$ cat src/rtl/gemm_pkg.sv
// Shared defaults and types for the GEMM output-side controller.
package gemm_pkg;
   localparam int DEF_N_OUT = 8;
   localparam int DEF_N_BLK = 4;
   localparam int DEF_DW    = 32;
   localparam int DEF_AW    = 4;

   typedef enum logic [1:0] {IDLE, RD, FLUSH} out_st_t;
endpackage

$ cat src/rtl/out_skid.sv
// Two-entry FIFO feeding the stream master; head entry drives the stream outputs.
module out_skid
   import gemm_pkg::*;
#(
   parameter int W = DEF_DW + 1
) (
   input  logic         clk,
   input  logic         rst,
   input  logic         push,
   input  logic [W-1:0] din,
   input  logic         pop,
   output logic [W-1:0] dout,
   output logic         empty,
   output logic [1:0]   free_cnt
);

   logic [W-1:0] e0_q, e0_d, e1_q, e1_d;
   logic [1:0]   cnt_q, cnt_d;

   // Pop shifts the tail forward first, so a simultaneous push lands behind it.
   always_comb begin
      e0_d  = e0_q;
      e1_d  = e1_q;
      cnt_d = cnt_q;
      if (pop && (cnt_q != 2'd0)) begin
         e0_d  = e1_q;
         cnt_d = cnt_q - 2'd1;
      end
      if (push && (cnt_d != 2'd2)) begin
         if (cnt_d == 2'd0) e0_d = din;
         else               e1_d = din;
         cnt_d = cnt_d + 2'd1;
      end
   end

   always_ff @(posedge clk or negedge rst) begin
      if (!rst) begin
         e0_q  <= '0;
         e1_q  <= '0;
         cnt_q <= 2'd0;
      end else begin
         e0_q  <= e0_d;
         e1_q  <= e1_d;
         cnt_q <= cnt_d;
      end
   end

   assign dout     = e0_q;
   assign empty    = (cnt_q == 2'd0);
   assign free_cnt = 2'd2 - cnt_q;

endmodule

$ cat src/rtl/out_ctl.sv
// Output controller: tracks the 2-bank result buffer and drains filled banks
// in address order onto an AXI-Stream master through a 2-entry skid FIFO.
module out_ctl
   import gemm_pkg::*;
#(
   parameter int N_OUT = DEF_N_OUT,
   parameter int N_BLK = DEF_N_BLK,
   parameter int DW    = DEF_DW,
   parameter int AW    = DEF_AW
) (
   input  logic          clk,
   input  logic          rst,
   input  logic          s_init,
   input  logic          k_fin,
   output logic          wbank,
   output logic          out_busy,
   output logic          outr,
   output logic          rd_en,
   output logic [AW-1:0] ra,
   input  logic [DW-1:0] rd_data,
   output logic [DW-1:0] m_tdata,
   output logic          m_tvalid,
   input  logic          m_tready,
   output logic          m_tlast,
   output logic          ovf_err
);

   localparam int OCW = (N_OUT > 1) ? $clog2(N_OUT) : 1;
   localparam int BKW = (N_BLK > 1) ? $clog2(N_BLK) : 1;
   localparam logic [OCW-1:0] OC_LAST  = OCW'(N_OUT - 1);
   localparam logic [BKW-1:0] BLK_LAST = BKW'(N_BLK - 1);

   out_st_t        st_q, st_d;
   logic [1:0]     cnt_q, cnt_d;
   logic           wbank_q, wbank_d, rbank_q, rbank_d;
   logic [OCW-1:0] oc_q, oc_d;
   logic [BKW-1:0] blk_q, blk_d;
   logic           busy_q, busy_d, ovf_q, ovf_d;
   logic           infl_q, infl_d, tag_q, tag_d;

   logic           pop, empty, drain, kfin_ok;
   logic [1:0]     free_cnt;
   logic [2:0]     room;
   logic [DW:0]    head;

   // A read may issue only if the word already in flight and this one both
   // fit once this cycle's pop has been taken into account.
   always_comb begin
      pop     = m_tvalid & m_tready;
      room    = {1'b0, free_cnt} + {2'b0, pop};
      rd_en   = (st_q == RD) && (room >= ({2'b0, infl_q} + 3'd1));
      drain   = rd_en && (oc_q == OC_LAST);
      kfin_ok = k_fin && !((cnt_q == 2'd2) && !drain);

      cnt_d = cnt_q;
      case ({kfin_ok, drain})
         2'b10:   cnt_d = cnt_q + 2'd1;
         2'b01:   cnt_d = cnt_q - 2'd1;
         default: cnt_d = cnt_q;
      endcase

      wbank_d = wbank_q ^ kfin_ok;
      rbank_d = rbank_q ^ drain;
      ovf_d   = ovf_q | (k_fin & ~kfin_ok);
      busy_d  = (cnt_d == 2'd2);
      infl_d  = rd_en;
      tag_d   = drain && (blk_q == BLK_LAST);

      oc_d = oc_q;
      if (drain)      oc_d = '0;
      else if (rd_en) oc_d = oc_q + OCW'(1);

      blk_d = blk_q;
      if (s_init)     blk_d = '0;
      else if (drain) blk_d = (blk_q == BLK_LAST) ? '0 : blk_q + BKW'(1);

      st_d = st_q;
      case (st_q)
         IDLE:    if (cnt_d != 2'd0) st_d = RD;
         RD:      if (drain) st_d = FLUSH;
         FLUSH:   if (infl_q) st_d = (cnt_d != 2'd0) ? RD : IDLE;
         default: st_d = IDLE;
      endcase
   end

   always_ff @(posedge clk or negedge rst) begin
      if (!rst) begin
         st_q    <= IDLE;
         cnt_q   <= 2'd0;
         wbank_q <= 1'b0;
         rbank_q <= 1'b0;
         oc_q    <= '0;
         blk_q   <= '0;
         busy_q  <= 1'b0;
         ovf_q   <= 1'b0;
         infl_q  <= 1'b0;
         tag_q   <= 1'b0;
      end else begin
         st_q    <= st_d;
         cnt_q   <= cnt_d;
         wbank_q <= wbank_d;
         rbank_q <= rbank_d;
         oc_q    <= oc_d;
         blk_q   <= blk_d;
         busy_q  <= busy_d;
         ovf_q   <= ovf_d;
         infl_q  <= infl_d;
         tag_q   <= tag_d;
      end
   end

   out_skid #(.W(DW + 1)) u_skid (
      .clk      (clk),
      .rst      (rst),
      .push     (infl_q),
      .din      ({tag_q, rd_data}),
      .pop      (pop),
      .dout     (head),
      .empty    (empty),
      .free_cnt (free_cnt)
   );

   always_comb begin
      ra = AW'(oc_q);
      if (rbank_q) ra = ra + AW'(N_OUT);
   end

   assign m_tvalid = ~empty;
   assign m_tdata  = head[DW-1:0];
   assign m_tlast  = head[DW];
   assign wbank    = wbank_q;
   assign out_busy = busy_q;
   assign ovf_err  = ovf_q;
   assign outr     = (st_q != IDLE) | (cnt_q != 2'd0) | infl_q | ~empty;

endmodule

$ cat config.mk
export PLATFORM = sky130hd
export DESIGN_NAME = out_ctl
export DESIGN_NICKNAME = d
export VERILOG_FILES = /design/src/rtl/gemm_pkg.sv /design/src/rtl/out_skid.sv /design/src/rtl/out_ctl.sv
export SDC_FILE = /design/constraint.sdc
export NUM_CORES = 1
export LEC_CHECK = 0
export ABC_AREA = 1
export CAP_MARGIN = 25
export CORE_MARGIN = 3
export CORE_UTILIZATION = 46
export DETAILED_ROUTE_END_ITERATION = 10
export PLACE_DENSITY = 0.75
export SLEW_MARGIN = 20
export SYNTH_ARGS = -nofsm -noshare
export SYNTH_HDL_FRONTEND = slang
export SYNTH_SLANG_ARGS = --single-unit
$ cat constraint.sdc
create_clock -name clk -period 3.5 [get_ports clk]
set_input_delay 1.05 -clock clk [delete_from_list [all_inputs] [get_ports clk]]
set_output_delay 1.05 -clock clk [all_outputs]
set_load 0.1 [all_outputs]
==> out/qor.csv <==
metric;value;unit
drt_iter0_drc;81;
cp-end-kind;output port;
place_area;4530;µm²
syn_avg_cell_area;9.73;µm²
synth_cell_types;30;
rsz0062_at_grt;true;
h-tree-depth;3;
min_period_over_period;99.6;%
switching_power;1.34;mW
crit_family;adder cells;
slowest_delay;0.47;ns
drt-pass1-iter-count;4;
ys_warn_count;0;
critical_path.most_common_cell;nand2_4;
hp-class;reg -> reg;
initial_core_util;49.2;%
via_count;2873;
seq_area_frac_synth;56.4;%
p_leak;2.36;nW
syn_area;3680;µm²
critPathBufInv;5;
max_cap_viol_count;0;
nFillCells;636;
clk_pin_slew;0.08;ns
drive_gt1_share;24.4;%
grtUsageTotal;18.5;%
core;7490;µm²
cp_max_fo;2;
grt_pass1_wl;13.2;mm
finalWeightedCongestion;0.781;
holdPathStages;1;
clock_latency;0.34;ns
diodes;0;
finalSetupTns;0;ns
routed_wl;7.88;mm
seqPwrFrac;35.6;%
fin_util;63.6;%
cp-start-kind;input port;
worstMarginPinSlew;0.739;ns
fp.dieW;95.4;µm
synth-seq-cells;83;
area_growth;29.5;%
grt_max_degree;84;
clkPwrFrac;21.8;%
relSlewSlack;50.7;%
finalHoldViolCount;0;
drcViolationCount;0;
rows;31;
fin_nets;510;
peakVddDrop;0.387;mV
cts_made_buffers;9;
dp_hpwl;5.31;mm
die_y;95.4;µm
ios;80;
clock-sinks;83;
yosysTopAreaCellShare;56.4;%
holdPathEnd;rbank_q$_DFF_PN0_;
total_power;3.07;mW
antenna_found_initial;0;
power.density;645;nW/µm²
syn_inst;378;
seq_area;2080;µm²
cts_tree;built;
post_drt_via_cell_ratio;5.08;
period_minus_slack;3.49;ns
cts_buffer_depth;2;
cp_cell_sequence;buf_6, nand2_4, inv_4, ha_4, fa_1, inv_1, nor2_1, nand2_1, nand2_2, nand2_4, clkinv_8, buf_12;
multi_input_area;1370;µm²
synthesis.nets;425;
root_buffer;clkbuf_8;
synth_area_leaders;dfrtp_1 56%, nand2_1 7.2%, mux2_2 5.2%;
grt_pass1_vias;2882;
r2r-start;u_skid.cnt_q[0]$_DFF_PN0_;
rr_endpoint;blk_q[0]$_DFFE_PN0P_;
skew;0.00844;ns
drv_slew;0;
combPwrFrac;42.6;%
reg2reg_depth;17;
arrival;2.44;ns
yosysTopAreaCell;dfrtp_1;
critPathKind;in -> out;
setup_viol;0;
wl_per_cell;13.9;µm
max_clock_freq;287;MHz
switching_share;43.5;%
final_antenna_net_count;0;
whs;0.479;ns
gr-total-overflow;0;
p_int;1.74;mW
crit_slowest_cell;fa_1;
min_from;rbank_q$_DFF_PN0_;
portBuffers;79;
r2r_slack;0.84;ns
status;complete, no violations;
cp.required;2.45;ns
design_area;4760;µm²
die_area;9110;µm²
==> stage by stage <==
step | setup slack (ns) | cells
global placement | -0.388 | 546
floorplan | -0.225 | 378
finish | 0.0133 | 566
global route | -0.0875 | 566
detailed placement | -0.379 | 546
CTS | -0.0356 | 565
==> how the worst max path moves through the flow <==
stage | start | end | slack, ns | cells after the start
3_5_place_dp | m_tready | rd_en | -0.38 | 12
4_1_cts | m_tready | rd_en | -0.04 | 12
2_1_floorplan | u_skid.cnt_q[0]$_DFF_PN0_ | rd_en | -0.23 | 14
5_1_grt | u_skid.cnt_q[0]$_DFF_PN0_ | rd_en | -0.09 | 14
3_3_place_gp | m_tready | rd_en | -0.39 | 12
6_report | m_tready | rd_en | 0.01 | 12
==> logic make-up after synthesis <==
family                     after synthesis  synth area share [%]
DFF                                     83                  56.4
buffers and inverters                   59                  7.31
adders and majority gates               10                  3.60
and+or+nand+nor                        132                  15.2
muxes                                   17                  5.20
AOI/OAI and AO/OA                       73                  11.3
xor gates and xnor gates                 4                 0.952
==> routing by layer <==
| metal | GRT usage [%] | part of all wire, % | up-vias |
|---|---|---|---|
| met4 | 5.33 | 0.75 | 0 |
| li1 | - | - | 1404 |
| met1 | 23.0 | 43 | 1391 |
| met2 | 32.2 | 50 | 72 |
| met5 | 0 | 0 | - |
| met3 | 4.42 | 5.5 | 6 |
==> cells in the mapped netlist, drive strengths merged <==
cell,n
nand3,9
inv,38
nor3b,1
dfrtp,83
o21a,1
buf,12
xnor2,3
o21bai,1
clkbuf,8
o21ai,36
fa,1
o22ai,16
ha,9
nand4,2
xor2,1
a31oi,17
mux2,17
a21oi,1
nor4,1
a211oi,1
nand2,78
clkinv,1
nor2,41
==> power groups by stage <==
stage               sequential (mW)  clock (mW)  combinational (mW)
finish                         1.10       0.670                1.31
global route                   1.10       0.739                1.40
detailed placement             1.12           0                1.27
floorplan                      1.66           0               0.400
CTS                            1.09       0.691                1.32
global placement               1.12           0                1.25
==> state kept, by name, summed over array words and instances, names as in the netlist <==
name          count
blk_q             2
cnt_q             2
infl_q            1
oc_q              3
out_busy          1
ovf_err           1
rbank_q           1
st_q              2
tag_q             1
u_skid.cnt_q      2
u_skid.dout      33
u_skid.e1_q      33
wbank             1
==> area by class of cell <==
type                    count  area share [%]
clock inverters             4            1.08
clock buffers              11            2.97
inverters                  39            3.47
well taps                  99            2.60
repair buffers             94            17.5
multi-input cells         236            28.7
flip-flops and latches     83            43.6
==> repair_timing <==
item,4_1_cts,5_1_grt
pin swaps,6,5
endpoints found under the setup margin,1,1
buffers inserted,4,1
gates resized for setup,6,1
hold buffers,0,0
==> cells in the final DEF (no fill, tap or decap), drive strengths merged <==
cell type / Yosys / routed
o21a: 1 / 1
o22ai: 16 / 16
clkbuf: 8 / 11
fa: 1 / 1
o21bai: 1 / 1
ha: 9 / 9
buf: 12 / 60
clkdlybuf4s50: 0 / 34
nand4: 2 / 2
nand2: 78 / 78
nand3: 9 / 9
dfrtp: 83 / 83
nor3b: 1 / 1
clkinvlp: 0 / 2
clkinv: 1 / 3
nor2: 41 / 41
bufinv: 0 / 1
nor4: 1 / 1
mux2: 17 / 17
xor2: 1 / 1
o21ai: 36 / 36
xnor2: 3 / 3
inv: 38 / 37
a31oi: 17 / 17
a211oi: 1 / 1
a21oi: 1 / 1
Note: power is estimated with default switching activity, not from simulation.
